**src/rtl/mm_core_p.sv**
```systemverilog
// Multi-cycle processor core: 8 GPRs, MAC accumulator, req/gnt data port. Optional build macro: MM_CORE_MAC_SAT_EN.
// Latency: ALU/jump 3 cycles, ST 4 + gnt wait, LD 5 + gnt wait + rvalid wait.
// Backpressure: holds in MEM until dm_gnt and in WB until dm_rvalid; status pauses only at FETCH.
module mm_core_p #(
  parameter int DATA_W  = 16,
  parameter int ADDR_W  = 16,
  parameter int CORE_ID = 0,
  parameter int ID_W    = 2
) (
  input  logic                clock,
  input  logic                reset_n,
  input  logic [1:0]          status,
  input  logic [15:0]         im_data,
  output logic [ADDR_W-1:0]   pc_out,
  output logic                dm_req,
  output logic                dm_we,
  output logic [ADDR_W-1:0]   dm_addr,
  output logic [DATA_W-1:0]   dm_wdata,
  input  logic                dm_gnt,
  input  logic [DATA_W-1:0]   dm_rdata,
  input  logic                dm_rvalid,
  output logic [2*DATA_W-1:0] acc_out,
  output logic [ID_W-1:0]     core_id,
  output logic                end_process
);

  localparam int AW2 = 2 * DATA_W;

  localparam logic [3:0] OP_LDI = 4'h1, OP_LD  = 4'h2, OP_ST  = 4'h3, OP_ADD = 4'h4;
  localparam logic [3:0] OP_SUB = 4'h5, OP_MUL = 4'h6, OP_MAC = 4'h7, OP_INC = 4'h8;
  localparam logic [3:0] OP_DEC = 4'h9, OP_JNZ = 4'hA, OP_JMP = 4'hB, OP_MVA = 4'hC;
  localparam logic [3:0] OP_CLA = 4'hD, OP_END = 4'hF;

  localparam logic [DATA_W-1:0] ONE_D = {{(DATA_W-1){1'b0}}, 1'b1};
  localparam logic [ADDR_W-1:0] ONE_A = {{(ADDR_W-1){1'b0}}, 1'b1};

  typedef enum logic [2:0] {
    IDLE = 3'd0, FETCH = 3'd1, DECODE = 3'd2, EXEC = 3'd3,
    MEM = 3'd4, WB = 3'd5, HALT = 3'd6
  } state_t;

  state_t state, state_nxt;

  logic [DATA_W-1:0] regs [8];
  logic [AW2-1:0]    acc;
  logic [15:0]       ir;
  logic [ADDR_W-1:0] pc;
  logic [ADDR_W-1:0] dm_addr_q;
  logic [DATA_W-1:0] dm_wdata_q;

  logic [3:0]  op;
  logic [2:0]  rd, rs;
  logic [DATA_W-1:0] rd_val, rs_val;
  logic [DATA_W+8:0] imm_wide;
  logic [ADDR_W+8:0] jmp_wide;
  logic [ADDR_W+DATA_W-1:0] addr_wide;
  logic [AW2-1:0] prod;
  logic [AW2:0]   mac_sum;
  logic [AW2-1:0] acc_nxt;
  logic           soft_clr;

  assign op     = ir[15:12];
  assign rd     = ir[11:9];
  assign rs     = ir[8:6];
  assign rd_val = regs[rd];
  assign rs_val = regs[rs];

  // Zero-extend through a wide temporary so the same code works for any width.
  assign imm_wide  = {{DATA_W{1'b0}}, ir[8:0]};
  assign jmp_wide  = {{ADDR_W{1'b0}}, ir[8:0]};
  assign addr_wide = {{ADDR_W{1'b0}}, rs_val};

  assign prod    = {{DATA_W{1'b0}}, rd_val} * {{DATA_W{1'b0}}, rs_val};
  assign mac_sum = {1'b0, acc} + {1'b0, prod};
`ifdef MM_CORE_MAC_SAT_EN
  assign acc_nxt = mac_sum[AW2] ? {AW2{1'b1}} : mac_sum[AW2-1:0];
`else
  assign acc_nxt = mac_sum[AW2-1:0];
`endif

  // Soft clear is only honoured at an instruction boundary or when halted.
  assign soft_clr = ((state == FETCH) || (state == HALT)) && (status == 2'b11);

  assign pc_out      = pc;
  assign dm_req      = (state == MEM);
  assign dm_we       = (state == MEM) && (op == OP_ST);
  assign dm_addr     = dm_addr_q;
  assign dm_wdata    = dm_wdata_q;
  assign acc_out     = acc;
  assign core_id     = ID_W'(CORE_ID);
  assign end_process = (state == HALT);

  // State register.
  always_ff @(posedge clock or negedge reset_n) begin
    if (!reset_n) state <= IDLE;
    else          state <= state_nxt;
  end

  // Next-state logic.
  always_comb begin
    state_nxt = state;
    case (state)
      IDLE:   if (status == 2'b01) state_nxt = FETCH;
      FETCH: begin
        if (status == 2'b01)      state_nxt = DECODE;
        else if (status == 2'b11) state_nxt = IDLE;
      end
      DECODE: state_nxt = EXEC;
      EXEC: begin
        if ((op == OP_LD) || (op == OP_ST)) state_nxt = MEM;
        else if (op == OP_END)              state_nxt = HALT;
        else                                state_nxt = FETCH;
      end
      MEM:    if (dm_gnt) state_nxt = (op == OP_ST) ? FETCH : WB;
      WB:     if (dm_rvalid) state_nxt = FETCH;
      HALT:   if (status == 2'b11) state_nxt = IDLE;
      default: state_nxt = IDLE;
    endcase
  end

  // Datapath: instruction latch, PC, register file, accumulator, memory address/data.
  always_ff @(posedge clock or negedge reset_n) begin
    if (!reset_n) begin
      pc         <= '0;
      acc        <= '0;
      ir         <= '0;
      dm_addr_q  <= '0;
      dm_wdata_q <= '0;
      for (int i = 0; i < 8; i++) regs[i] <= '0;
    end else if (soft_clr) begin
      pc  <= '0;
      acc <= '0;
      for (int i = 0; i < 8; i++) regs[i] <= '0;
    end else begin
      case (state)
        DECODE: begin
          ir <= im_data;
          pc <= pc + ONE_A;
        end
        EXEC: begin
          case (op)
            OP_LDI: regs[rd] <= imm_wide[DATA_W-1:0];
            OP_LD, OP_ST: begin
              dm_addr_q  <= addr_wide[ADDR_W-1:0];
              dm_wdata_q <= rd_val;
            end
            OP_ADD: regs[rd] <= rd_val + rs_val;
            OP_SUB: regs[rd] <= rd_val - rs_val;
            OP_MUL: regs[rd] <= prod[DATA_W-1:0];
            OP_MAC: acc <= acc_nxt;
            OP_INC: regs[rd] <= rd_val + ONE_D;
            OP_DEC: regs[rd] <= rd_val - ONE_D;
            OP_JNZ: if (rd_val != '0) pc <= jmp_wide[ADDR_W-1:0];
            OP_JMP: pc <= jmp_wide[ADDR_W-1:0];
            OP_MVA: regs[rd] <= acc[DATA_W-1:0];
            OP_CLA: acc <= '0;
            default: ;
          endcase
        end
        WB: if (dm_rvalid) regs[rd] <= dm_rdata;
        default: ;
      endcase
    end
  end

endmodule

```
**config.mk**
```make
export PLATFORM = sky130hd
export DESIGN_NAME = mm_core_p
export DESIGN_NICKNAME = d
export VERILOG_FILES = /design/src/rtl/mm_core_p.sv
export SDC_FILE = /design/constraint.sdc
export NUM_CORES = 2
export LEC_CHECK = 0
export BUFFER_PORTS_ARGS = -buffer_cell sky130_fd_sc_hd__buf_2
export CAP_MARGIN = 10
export CORE_ASPECT_RATIO = 2
export CORE_MARGIN = 4
export CORE_UTILIZATION = 43
export CTS_CLUSTER_DIAMETER = 30
export DETAILED_ROUTE_END_ITERATION = 8
export PLACE_DENSITY = 0.58
export SKIP_CTS_REPAIR_TIMING = 1
export SYNTH_ARGS = -nofsm -noshare
export SYNTH_HDL_FRONTEND = slang
export SYNTH_SLANG_ARGS = --single-unit
```
**constraint.sdc**
```tcl
create_clock -name clock -period 9 [get_ports clock]
set_input_delay 0 -clock clock [delete_from_list [all_inputs] [get_ports clock]]
set_output_delay 0 -clock clock [all_outputs]
set_load 0.005 [all_outputs]
```
==> Word level (Yosys, flattened, before mapping) <==
Index checks and enable logic that the tools add are counted.
{ "totals": {"regBits": 227, "latchBits": 0, "ram_bits": 0, "mem_bits_ro": 0, "wordCells": 110, "n_memories": 0} }
{ "classes": {"add_sub_neg": 6, "multipliers": 1, "div": 0, "order_cmp": 3, "eq_ne": 29, "n_shift": 0, "mux": 36, "n_bitwise": 3, "reduce_logical": 18} }
{ "ops": {"columns": ["operator", "n"], "rows": [
  ["128-bit bitwise mux", 8],
  ["128-bit case mux with 7 select lines", 1],
  ["128-bit two-way mux", 2],
  ["128-bit case mux with 2 select lines", 1],
  ["16-bit two-way mux", 7],
  ["16-bit binary-select mux with 3-bit select", 2],
  ["32-bit two-way mux", 2],
  ["16-bit case mux with 2 select lines", 2],
  ["32-bit case mux with 2 select lines", 1],
  ["16-bit demux with 3-bit select", 1],
  ["16-bit by 1-bit adder with 16-bit output, second input constant", 2],
  ["32-bit adder", 1],
  ["16-bit by 16-bit multiplier with 32-bit output", 1],
  ["4-bit equality test, second input constant", 7],
  ["3-bit two-way mux", 8],
  ["3-bit case mux with 7 select lines", 1],
  ["16-bit adder", 1],
  ["4-bit by 3-bit equality test with 1-bit output, second input constant", 4],
  ["16-bit nonzero test", 1],
  ["16-bit by 1-bit subtractor with 16-bit output, second input constant", 1],
  ["16-bit subtractor", 1],
  ["3-bit AND reduction", 4],
  ["3-bit equality test, second input constant", 3],
  ["9-bit by 2-bit inequality test with 1-bit output, second input constant", 1],
  ["22 further kinds", 33]
]} }

==> Longest topological paths before layout <==
{ "logic_depth": {"depth_word": 9, "mapped_depth": 42, "ltp_nobuf": 38} }

==> Worst setup path after synthesis <==
OpenSTA, ideal clock, no wires.
{ "synth_timing": {"path_kind": "flip-flop to flip-flop", "from": "register ir[6]", "to": "register acc[30], in the netlist acc_out[30]", "setup_ns": 0.121, "arrival_ns": 9.588, "path_slack_ns": -0.709, "stages_incl_launch_ff": 36, "path_buffers": 3, "path_cell_list": "dfrtp_1 clkbuf_1 clkbuf_1 mux4_2 mux2i_1 clkbuf_1 nor2_1 fa_1 inv_1 fa_1 fa_1 inv_1 fa_1 fa_1 inv_1 fa_1 inv_1 ha_1 and3_1 a31oi_1 o21ai_0 or2_2 a21o_1 a21oi_1 xnor2_1 ha_1 a211o_1 a2111oi_0 a221oi_1 nand2_1 a21oi_1 o21ai_0 o2111ai_1 a21oi_1 xnor2_1 a22o_1"} }
{ "synth_between": {"elab_chain_cells": 9} }
{ "synth_rtl": {"columns": ["element", "line_no", "rtl"], "rows": [
  ["start, declared", "46", "logic [15:0] ir;"],
  ["start signal, assigned", "137", "ir <= im_data;"],
  ["3-bit inverter with 4-bit output (implied by the code)", "66", "assign rs_val = regs[rs];"],
  ["16-bit binary-select mux with 3-bit select", "66", null],
  ["16-bit two-way mux (implied by the code) (2 in a row)", "66", null],
  ["16-bit by 16-bit multiplier with 32-bit output", "73", "assign prod = {{DATA_W{1'b0}}, rd_val} * {{DATA_W{1'b0}}, rs_val};"],
  ["32-bit adder", "74", "assign mac_sum = {1'b0, acc} + {1'b0, prod};"],
  ["32-bit case mux with 2 select lines", "141", "case (op)"],
  ["32-bit two-way mux", "135", "case (state)"],
  ["32-bit two-way mux", "130", "end else if (soft_clr) begin"],
  ["end signal, assigned", "150", "OP_MAC: acc <= acc_nxt;"],
  ["end, declared", "45", "logic [AW2-1:0] acc;"]
]} }
Every way passes these cells. The select of a mux whose other input is x is not followed.
A chain may end at the register's enable or synchronous reset.

==> Worst setup path after layout <==
{ "layout_timing": {"from": "register ir[9]", "to": "register acc[30], in the netlist acc_out[30]"} }
{ "layout_between": {"elab_chain_cells": 9} }
{ "layout_rtl": {"columns": ["element", "line_no", "rtl"], "rows": [
  ["3-bit inverter with 4-bit output (implied by the code)", "65", "assign rd_val = regs[rd];"],
  ["16-bit binary-select mux with 3-bit select", "65", null],
  ["16-bit two-way mux (implied by the code) (2 in a row)", "65", null],
  ["16-bit by 16-bit multiplier with 32-bit output", "73", null],
  ["32-bit adder", "74", null],
  ["32-bit case mux with 2 select lines", "141", null],
  ["32-bit two-way mux", "135", null],
  ["32-bit two-way mux", "130", null]
]} }
Every way passes these cells. The select of a mux whose other input is x is not followed.

==> summary by stage <==
Run status
The flow ran to the end, but the final reports show violations. The checks that failed: hold timing, slew limit.

Route
The count of routing violations after the opening detailed-route iteration is 3207. The average wire length per cell after detail routing is 34.0 µm. The DRC violation count after routing is 0. The final layout contains routed wiring with a total length of between 150000 and 200000 µm. Before antenna repair, the detailed router went through 8 iterations. The number of vias after detailed routing is 31100. After detailed routing, no signal wire sits above met5. After detailed routing, the met3 layer carries 13800 µm of wire. After detailed routing, the met2 layer carries 74600 µm of wire. For this block, wires on met1 add up to 44800 µm.

The final antenna-violating net count is 0. In the routed layout, each cell is associated on average with a via count of 6.76.

STA
The clock period could shrink to a little under 9 ns. The max-slew violation count was 3. At the pin with the least slew margin, the transition time is 1.67 ns.

Setup repair after global routing could not meet its margin everywhere. Summed over all failing endpoints, the final setup total negative slack is 0 ns. Setup violations remaining at the end of the flow were counted as 0. The final hold violation count is 1. The portion of the clock cycle consumed by the worst path in the final layout is 98.8%.

The highest clock rate is 113 MHz. Headroom to the max-slew limit came out at -11.5%. The post-route worst hold slack is -0.0153 ns. For the final database, setup skew stands at 0.0363 ns.

Floorplan
The vertical extent of the die is 364 µm. The die area is a little under 70000 µm². The number of top-level pins is ~120. The initialized floorplan defines 130 standard-cell rows. The initial core utilization is a little over two fifths. The overall die width is 186 µm. The core region is 62800 µm².

Synth
The number of flip-flops and latches in the synthesized netlist is 227. By area the synthesized netlist is led by sky130_fd_sc_hd__dfrtp_1, sky130_fd_sc_hd__fa_1, sky130_fd_sc_hd__ha_1. The count of mapped cells out of synthesis is 3309. The mapped netlist covers 27300 µm². After synthesis, the netlist uses 95 different library cells. The sequential-to-total area share from yosys stat is 20.8%.

The cell type with the largest total area after synthesis is sky130_fd_sc_hd__dfrtp_1. The share of the synthesized area in the top cell type is 20.8%. The number of flops mapped to enable cells by yosys is 0.

The most used flip-flop cell after synthesis is sky130_fd_sc_hd__dfrtp_1. The fraction of synthesis flops using an asynchronous set or reset pin is 100%. The average size of a mapped cell is between 8 and 9 µm². The number of warnings issued by yosys is 0.

Worst setup path
Data on the critical path arrives at its endpoint at between 9 and 10 ns. The most numerous cell type found on the critical path is sky130_fd_sc_hd__fa_1. The number of cells traversed by the worst register-to-register path is 38. The endpoint identified for the worst register-to-register timing path is acc_out[30]$_DFFE_PN0P_. The startpoint type of the worst setup path is a register.

On the worst path, the slowest cell contributes a delay of 0.61 ns. The launching point of the worst reg2reg path is ir[9]$_DFFE_PN0P_. Among all stages on the critical path, the largest delay is contributed by sky130_fd_sc_hd__fa_2. The setup path with the least slack is of type reg2reg.

The endpoint type of the worst setup path is a register. Setup slack on the worst reg-to-reg path comes out at between 0.1 and 0.15 ns. At the worst endpoint, the required time is 9.49 ns. The top fanout value on the critical path is 11.

Place
The port buffer count is 120. The placer's final routability congestion estimate is 1.11. The HPWL after detailed placement is 119000 µm.

The post-place instance area is 31400 µm².

Cells and area
The final net count is 4177. The finished cells cover roughly 35000 µm². The most common cell after layout, fill and taps aside is sky130_fd_sc_hd__buf_4. The share of final-layout standard cells stronger than drive strength 1 is 24.0%. The layout overhead on the synthesized area is 27.1%. The top cell types in the final layout, fill and taps aside, are sky130_fd_sc_hd__buf_4, sky130_fd_sc_hd__nand2_1, sky130_fd_sc_hd__inv_1. The final core utilization is 55.2%.

Pwr
The power per cell area is 498 nW/µm². The power share of the combinational group is 78.9%. The clock share of power is between 10 and 15%.

The switching power as a share of total power is between 50% and 60%. The leakage power is 16.3 nW. The portion of total power attributed to sequential cells is 10.1%. The peak ir drop on the vdd network is 0.000303 V. Summing internal, switching and leakage power gives 17.3 mW.

The net switching power is about 9.9 mW. Cell internal power was estimated by the tool at roughly 7.4 mW.

Hold path
The terminating pin of the worst hold path is regs[33]$_DFFE_PN0P_. The worst hold path belongs to the class in2reg. The hold path startpoint is dm_rdata[1]. The worst hold path passes through 3 cells.

GRT
The via count of the first global-routing pass is 31800. The first global-routing pass estimated roughly 220000 µm of wire. The remaining global-route overflow is 0. The initial antenna violation count is 7. Entering global routing, the biggest net connects roughly 110 pins. The total global routing track utilization is 45.6%.

Clocking
The H-tree was split into 2 levels. The cell sitting at the root of the clock tree is a sky130_fd_sc_hd__clkbuf_16. The clock passes through at most 3 buffers. The clock drives 227 sinks.

The insertion delay to the later sink of the worst-skew pair is 0.61 ns. Clock tree synthesis inserted a total of between 40 and 50 buffers. TritonCTS built the clock tree. The clock transition at the register clock pins on the worst setup and hold paths after CTS is 0.05 ns.

Flow run
Across the run, the number of max-cap violations was 0.
through the flow:
stage,instances,setup WS (ns)
finish,4606,0.111
global route,4604,-0.156
CTS,4508,-0.480
detailed placement,4420,-0.445
global placement,4419,-0.319
floorplan,3310,-0.0193
registers in the layout, indices dropped and copies added (netlist names):
name / cells
acc_out: 32
dm_addr: 16
dm_wdata: 16
ir: 16
pc_out: 16
regs: 128
state: 3
worst max-delay path, delay by kind of cell, from the launching register on:
kind	cells	cell delay, ns
adder cells (fa/ha/maj)	8	3.52
AND/OR/NAND/NOR	8	1.07
buffers and inverters	10	1.34
AO/OA/AOI/OAI	11	2.30
flip-flops	1	0.44
XOR/XNOR	1	0.10
logic make-up after synthesis:
logic type / count (synthesis) / synth area share [%]
and+or+nand+nor: 1014 / 16.9
AOI/OAI and AO/OA: 975 / 23.4
buffers and inverters: 532 / 7.70
adders and majority gates: 367 / 22.3
DFF: 227 / 20.8
muxes: 111 / 6.30
xor gates and xnor gates: 82 / 2.63
other: 1 / 0.0138
cell type report:
type | count | area, µm²
fillers | 5863 | 28100
clock buffers | 57 | 1320
clock inverters | 31 | 392
flip-flops and latches | 227 | 5690
inverters | 324 | 1230
well taps | 792 | 991
multi-input cells | 2551 | 20100
diodes | 4 | 10.0
repair buffers | 620 | 4900
cell usage after synthesis (all sizes together) (37+ instances only):
library cell  instances
nand2               390
inv                 314
nor2                294
o21ai               281
dfrtp               227
a21oi               214
fa                  197
ha                  170
clkbuf              167
nor3                 73
xnor2                70
a22oi                60
a22o                 55
nand3                53
mux4                 46
buf                  41
mux2i                41
a31oi                38
a21o                 37
routing by layer:
layer	vias up	global-route usage [%]
li1	12700	-
met1	15000	41.7
met2	2313	75.3
met3	1148	14.5
met4	2	48.0
met5	-	0.593
power groups by stage:
| stage | clock network, mW | registers, mW | logic [mW] |
|---|---|---|---|
| after floorplan | 0 | 1.57 | 6.35 |
| after global placement | 0 | 1.72 | 12.1 |
| after detailed placement | 0 | 1.73 | 12.2 |
| after CTS | 1.91 | 1.72 | 12.3 |
| after global routing | 1.96 | 1.76 | 14.1 |
| final | 1.90 | 1.75 | 13.6 |
worst max-delay path by stage:
stage	start	endpoint	slack (ns)	cells after the start
3_5_place_dp	ir[9]$_DFFE_PN0P_	acc_out[30]$_DFFE_PN0P_	-0.45	36
5_1_grt	ir[11]$_DFFE_PN0P_	acc_out[31]$_DFFE_PN0P_	-0.16	39
6_report	ir[9]$_DFFE_PN0P_	acc_out[30]$_DFFE_PN0P_	0.11	38
4_1_cts	ir[9]$_DFFE_PN0P_	acc_out[30]$_DFFE_PN0P_	-0.48	36
3_3_place_gp	ir[9]$_DFFE_PN0P_	acc_out[31]$_DFFE_PN0P_	-0.32	36
2_1_floorplan	ir[9]$_DFFE_PN0P_	acc_out[30]$_DFFE_PN0P_	-0.02	37
Power figures use the tool's default switching activity.
